<file path="config.mk">
export PLATFORM = sky130hd
export DESIGN_NAME = sd_dat_fifo
export DESIGN_NICKNAME = d
export VERILOG_FILES = /design/src/rtl/sd_host_pkg.sv /design/src/rtl/sd_fifo_ram.sv /design/src/rtl/sd_dat_fifo.sv
export SDC_FILE = /design/constraint.sdc
export NUM_CORES = 1
export LEC_CHECK = 0
export ABC_CLOCK_PERIOD_IN_PS = 5900
export BUFFER_PORTS_ARGS = -buffer_cell sky130_fd_sc_hd__buf_2
export CELL_PAD_IN_SITES_DETAIL_PLACEMENT = 0
export CELL_PAD_IN_SITES_GLOBAL_PLACEMENT = 1
export CORE_MARGIN = 1
export CORE_UTILIZATION = 48
export DETAILED_ROUTE_END_ITERATION = 8
export GPL_TIMING_DRIVEN = 0
export PLACE_DENSITY = 0.78
export SLEW_MARGIN = 20
export SYNTH_ARGS = -nofsm -noshare
export SYNTH_HDL_FRONTEND = slang
export SYNTH_HIERARCHICAL = 1
export SYNTH_SLANG_ARGS = --single-unit
</file>
<file path="constraint.sdc">
create_clock -name clock -period 5.9 [get_ports clock]
set_input_delay 0 -clock clock [delete_from_list [all_inputs] [get_ports clock]]
set_output_delay 0 -clock clock [all_outputs]
set_load 0.01 [all_outputs]
</file>
<file path="src/rtl/sd_host_pkg.sv">
// Shared SD host constants and types: word width and default DAT FIFO sizing,
// common to the DAT FIFO and the DAT-line controller.
package sd_host_pkg;

    localparam int SD_WORD_W = 32;
    typedef logic [SD_WORD_W-1:0] sd_word_t;

    localparam int SD_FIFO_DEPTH    = 16;
    localparam int SD_FIFO_AF_LEVEL = 12;
    localparam int SD_FIFO_AE_LEVEL = 4;

endpackage

</file>
<file path="src/rtl/sd_fifo_ram.sv">
// DEPTH x DATA_WIDTH register array: synchronous write, asynchronous read.
// Contents are deliberately not reset.
module sd_fifo_ram
    import sd_host_pkg::*;
#(
    parameter int DATA_WIDTH = SD_WORD_W,
    parameter int DEPTH      = SD_FIFO_DEPTH,
    localparam int ADDR_W    = $clog2(DEPTH)
) (
    input  logic                  clock,
    input  logic                  we,
    input  logic [ADDR_W-1:0]     waddr,
    input  logic [DATA_WIDTH-1:0] wdata,
    input  logic [ADDR_W-1:0]     raddr,
    output logic [DATA_WIDTH-1:0] rdata
);

    logic [DATA_WIDTH-1:0] mem [DEPTH];

    always_ff @(posedge clock) begin
        if (we) begin
            mem[waddr] <= wdata;
        end
    end

    assign rdata = mem[raddr];

endmodule

</file>
<file path="src/rtl/sd_dat_fifo.sv">
// First-word-fall-through data FIFO between the host/DMA side and the DAT-line
// serialiser, with registered occupancy flags and sticky overflow/underflow.
module sd_dat_fifo
    import sd_host_pkg::*;
#(
    parameter int DATA_WIDTH = SD_WORD_W,
    parameter int DEPTH      = SD_FIFO_DEPTH,
    parameter int AF_LEVEL   = SD_FIFO_AF_LEVEL,
    parameter int AE_LEVEL   = SD_FIFO_AE_LEVEL,
    localparam int ADDR_W    = $clog2(DEPTH),
    localparam int CNT_W     = ADDR_W + 1
) (
    input  logic                  clock,
    input  logic                  reset,
    input  logic                  flush,
    input  logic                  push,
    input  logic [DATA_WIDTH-1:0] data_in,
    input  logic                  pop,
    output logic [DATA_WIDTH-1:0] fromFifo_toPS,
    output logic                  fifo_full,
    output logic                  fifo_empty,
    output logic                  almost_full,
    output logic                  almost_empty,
    output logic [CNT_W-1:0]      count,
    output logic                  overflow,
    output logic                  underflow
);

    localparam logic [CNT_W-1:0]  CNT_ONE   = CNT_W'(1);
    localparam logic [CNT_W-1:0]  CNT_DEPTH = CNT_W'(DEPTH);
    localparam logic [CNT_W-1:0]  CNT_AF    = CNT_W'(AF_LEVEL);
    localparam logic [CNT_W-1:0]  CNT_AE    = CNT_W'(AE_LEVEL);
    localparam logic [ADDR_W-1:0] PTR_ONE   = ADDR_W'(1);

    logic [ADDR_W-1:0]     wr_ptr;
    logic [ADDR_W-1:0]     rd_ptr;
    logic [CNT_W-1:0]      count_nxt;
    logic [DATA_WIDTH-1:0] ram_rdata;
    logic                  push_ok;
    logic                  pop_ok;

    // When full, a simultaneous pop frees the head slot on the same edge, so
    // the write into that slot lands behind the advancing read pointer.
    assign push_ok = push & (~fifo_full | pop);
    assign pop_ok  = pop & ~fifo_empty;

    always_comb begin
        count_nxt = count;
        if (push_ok && !pop_ok) begin
            count_nxt = count + CNT_ONE;
        end else if (!push_ok && pop_ok) begin
            count_nxt = count - CNT_ONE;
        end
    end

    always_ff @(posedge clock or negedge reset) begin
        if (!reset) begin
            wr_ptr       <= '0;
            rd_ptr       <= '0;
            count        <= '0;
            fifo_full    <= 1'b0;
            fifo_empty   <= 1'b1;
            almost_full  <= 1'b0;
            almost_empty <= 1'b1;
            overflow     <= 1'b0;
            underflow    <= 1'b0;
        end else if (flush) begin
            wr_ptr       <= '0;
            rd_ptr       <= '0;
            count        <= '0;
            fifo_full    <= 1'b0;
            fifo_empty   <= 1'b1;
            almost_full  <= (CNT_AF == '0);
            almost_empty <= 1'b1;
            overflow     <= 1'b0;
            underflow    <= 1'b0;
        end else begin
            if (push_ok) begin
                wr_ptr <= wr_ptr + PTR_ONE;
            end
            if (pop_ok) begin
                rd_ptr <= rd_ptr + PTR_ONE;
            end
            if (push && fifo_full && !pop) begin
                overflow <= 1'b1;
            end
            if (pop && fifo_empty) begin
                underflow <= 1'b1;
            end
            // Flags are registered from the next count so they move with count.
            count        <= count_nxt;
            fifo_full    <= (count_nxt == CNT_DEPTH);
            fifo_empty   <= (count_nxt == '0);
            almost_full  <= (count_nxt >= CNT_AF);
            almost_empty <= (count_nxt <= CNT_AE);
        end
    end

    sd_fifo_ram #(
        .DATA_WIDTH (DATA_WIDTH),
        .DEPTH      (DEPTH)
    ) u_ram (
        .clock (clock),
        .we    (push_ok & ~flush & reset),
        .waddr (wr_ptr),
        .wdata (data_in),
        .raddr (rd_ptr),
        .rdata (ram_rdata)
    );

    assign fromFifo_toPS = fifo_empty ? '0 : ram_rdata;

endmodule

</file>
==> results <==
- The run finished with clean final reports.
- The number of primary I/O pins is 80.
- After Yosys synthesis, full adders, half adders and majority gates account for less than 1% of the synthesized area.
- The most used flip-flop cell after synthesis is edfxtp_1.
- The number of cells produced by synthesis is 940.
- Sorting the synthesized cells by area gives the leading types as edfxtp_1 75%, mux4_2 14%, a22oi_1 2.4%.
- The root buffer cell chosen for the clock tree is clkbuf_16.
- Measured along the y axis, the die boundary spans 208 µm.
- The first global-routing pass estimated about 66000 µm of wire.
- The longest clock path from root to sink contains 3 buffers.
- Entering global routing, the biggest net connects 19 pins.
- The post-route netlist has a little under 30% of its cells at a drive strength greater than 1.
- The via count of the first global-routing pass is about 11000.
- At the end of routability-driven placement, the weighted congestion stood at ~0.73.
- The final worst setup slack is between 2 and 3 ns.
- The number of post-CTS setup repair buffers is 0.
- From synthesis to final layout, the design area changed by 17.8%.
- The netlist area before placement is 20400 µm².
- The detailed-routing iteration count for the pre-antenna-repair pass is 5.
- Setup violations remaining at the end of the flow were counted as 0.
- The floorplan step defined a die boundary enclosing 43400 µm².
- The placed instances occupy a cell area of ~22000 µm².
- The largest total area in the synthesized netlist belongs to edfxtp_1.
- In this run the core area contains between 70 and 80 standard-cell rows.
- Sorting the synthesized cells by how often they occur yields 512 x edfxtp_1, 128 x mux4_2, 65 x a22oi_1, 40 x nand2_1, 35 x nor2b_1.
- The count of final max-slew check failures was 0.
- The portion of the clock cycle consumed by the worst path in the final layout is 53.6%.
- The actual slew at the worst max-slew pin is 0.900 ns.
- Clock skew on the completed layout was measured at 0.0168 ns.
- The number of antenna violations at the first check in global routing came to 0.
- The global router's overall resource usage is about a fifth.
- For this design the ratio of total power to cell area is ~330 nW/µm².
- TritonCTS built the clock tree.
- In this run the worst path has a maximum fanout of 10.
- The number of cells after detailed placement is 1588.
- After synthesis, flip-flops and latches occupy approximately 78% of the total area.
- The type of the setup path with the least slack is flop to output port.
- The post-place setup slack is 3.04 ns.
- The count of buffers added on input and output ports is just under 80.
- The number of diodes added for antenna fixing is 0.
- The path class of the lowest-slack min-delay path is input port to flop.
- The endpoint class of the critical path is an output port.
- The detailed router finished its first iteration with between 700 and 800 violations.
- For this run, the share of the core covered by cells in the final layout is 57.4%.
- The number of synthesis warnings is 6.
- The fraction of synthesis flops using an asynchronous set or reset pin is approximately 3.6%.
- In this run, synthesis produced a sequential element count of between 500 and 600.
- Once layout is done, the placed cells without fillers occupy around 24000 µm².
- The initial standard-cell utilization of the core is just under 50%.
- Yosys mapped the design onto 52 distinct sky130hd cell types.
- Summing the areas of all xor and xnor instances in the mapped netlist gives less than 1% of the synthesized area.
- The floorplan die width is around 210 µm.
- The relative slew slack is 40.0%.
- The data arrival at the endpoint of the critical path is between 3 and 4 ns.
- STA classifies the critical path startpoint as a flop.
- The clock period minus worst slack is 3.16 ns.
- Synthesis produced a netlist with a net count of between 900 and 1000.
- By area, the combinational part of the netlist is dominated by multiplexers.
- The average wire length per cell after detail routing is 25.2 µm.
- After detailed routing, the number of remaining DRC violations is 0.
- CTS built an H-tree with a depth of 2.
- The area share of the leading cell type in the synthesized netlist is between 70 and 80%.
- The most frequently used cell type in the post-synthesis netlist is edfxtp_1.
- STA puts the critical path data required time at around 5.9 ns.
- The leakage power summed over all cells is 7.76 nW.
- At the later pin of the worst-skew pair, clock insertion delay measures between 0.5 and 0.6 ns.
- The simple-gate area share of the yosys netlist is between 3 and 4%.
- The area fraction in compound gates after synthesis is 3.06%.
- After legalization and detailed placement, the total HPWL measured 27800 µm.
- The final layout contains 1182 nets.
- Timing would allow up to between 300 and 400 MHz.
- Counting the buffers created by CTS gives 52.
- The number of failing hold endpoints at the final stage was 0.
- The final layout contains routed wiring with a total length of between 40000 and 50000 µm.
- The final-layout worst hold slack is approximately 0.32 ns.
- The total vias in the final route is 10000.
- In the routed layout, each cell is associated on average with a via count of around 5.8.
- Across the VDD grid, the largest voltage drop is around 0.18 mV.
- The final global-route overflow total is 0.
- The clock net sink count is 531.
- Setup repair after global routing left no endpoint under its margin.
- The clock transition at the registers of the reported paths is 0.06 ns.
- The total area inside the core boundary comes to ~42000 µm².
- After synthesis, the mean cell area works out to about 22 µm².
- In this run the remaining antenna-violating nets after routing total 0.
- The multiplexer share of the synthesized area is between 10% and 20%.
- The total power draw is roughly 7.9 mW.
- For the final routed database, the setup TNS stands at 0 ns.
- The number of violations of the max-capacitance limit is 0.
- The post-route non-filler standard cell count is around 1700.
- Counting flops with a built-in enable in the synthesized netlist gives around 510.
==> placed cells by master (no fill, tap or decap), types with 3 or more instances in the layout <==
cell and n:
inv_1 4, nand2_1 40, nor2_1 19, clkbuf_1 38
clkinv_2 5, dlygate4sd3_1 38, dfrtp_1 17, edfxtp_1 512
buf_6 7, inv_6 3, bufinv_16 4, and2_1 3
clkbuf_16 53, nor2_4 12, buf_12 3, nor3_2 4
buf_16 9, mux4_2 128, a22oi_1 65, nand2b_1 4
xor2_1 4, buf_4 25, buf_1 9, nor2b_1 35
buf_2 82, ha_1 4, clkinv_1 14
==> final timing paths <==
| check | slack [ns] | from | depth (start not counted) | to |
|---|---|---|---|---|
| setup / recovery | 2.74 | rd_ptr[1] | 7 | fromFifo_toPS[0] |
| hold / removal | 0.32 | data_in[28] | 2 | u_ram/mem[12][28] |
| setup reg to reg | 3.03 | fifo_full | 8 | u_ram/mem[0][17] |
| hold reg to reg | 0.49 | underflow | 2 | underflow |
| max in group asynchronous | 4.20 | reset | 4 | wr_ptr[1] |
| min in group asynchronous | 0.47 | reset | 3 | almost_empty |
==> registers in the layout, summed over array words and instances (netlist names) <==
name and count:
almost_empty 1, almost_full 1, count 5, fifo_empty 1, fifo_full 1, overflow 1
rd_ptr 4, u_ram/mem 512, underflow 1, wr_ptr 4
==> report_power, final <==
group	total (mW)	internal (mW)	switching, mW
logic	0.567	0.268	0.299
registers	4.18	4.16	0.0226
clock network	3.16	1.82	1.34
==> layout make-up <==
class	instances	area, µm²
timing repair buffer	147	1240
sequential	531	15900
fill	3054	17900
multi-input combinational	355	4440
inverter	5	18.8
buffer	49	245
tap	539	674
clock inverter	28	240
clock buffer	68	1380
==> per-layer routing <==
metal	global-route usage (%)	share of wire [%]	up-vias
met4	5.11	1.9	0
met3	3.64	5.9	63
met5	0	0	-
met1	29.0	43	5322
li1	-	-	4327
met2	34.2	49	335
==> critical path, stage by stage, from the launching register on <==
cell and delay [ns]:
dfrtp_1 0.45, buf_2 0.31, buf_1 0.71, mux4_2 0.46, a22oi_1 0.21, nand2_1 0.13, and2b_1 0.17, buf_2 0.13
==> repair_timing <==
item / in CTS / in global routing
endpoints found under the hold margin: 542 / 0
resized for setup: 0 / 0
hold buffers: 38 / 0
==> kinds of logic after synthesis <==
| group | Yosys count |
|---|---|
| flops | 531 |
| mux | 130 |
| compound gates | 81 |
| simple gates | 133 |
| fa+ha+maj | 4 |
| xor+xnor | 7 |
| buf+inv | 54 |
(Power assumes the default switching activity.)
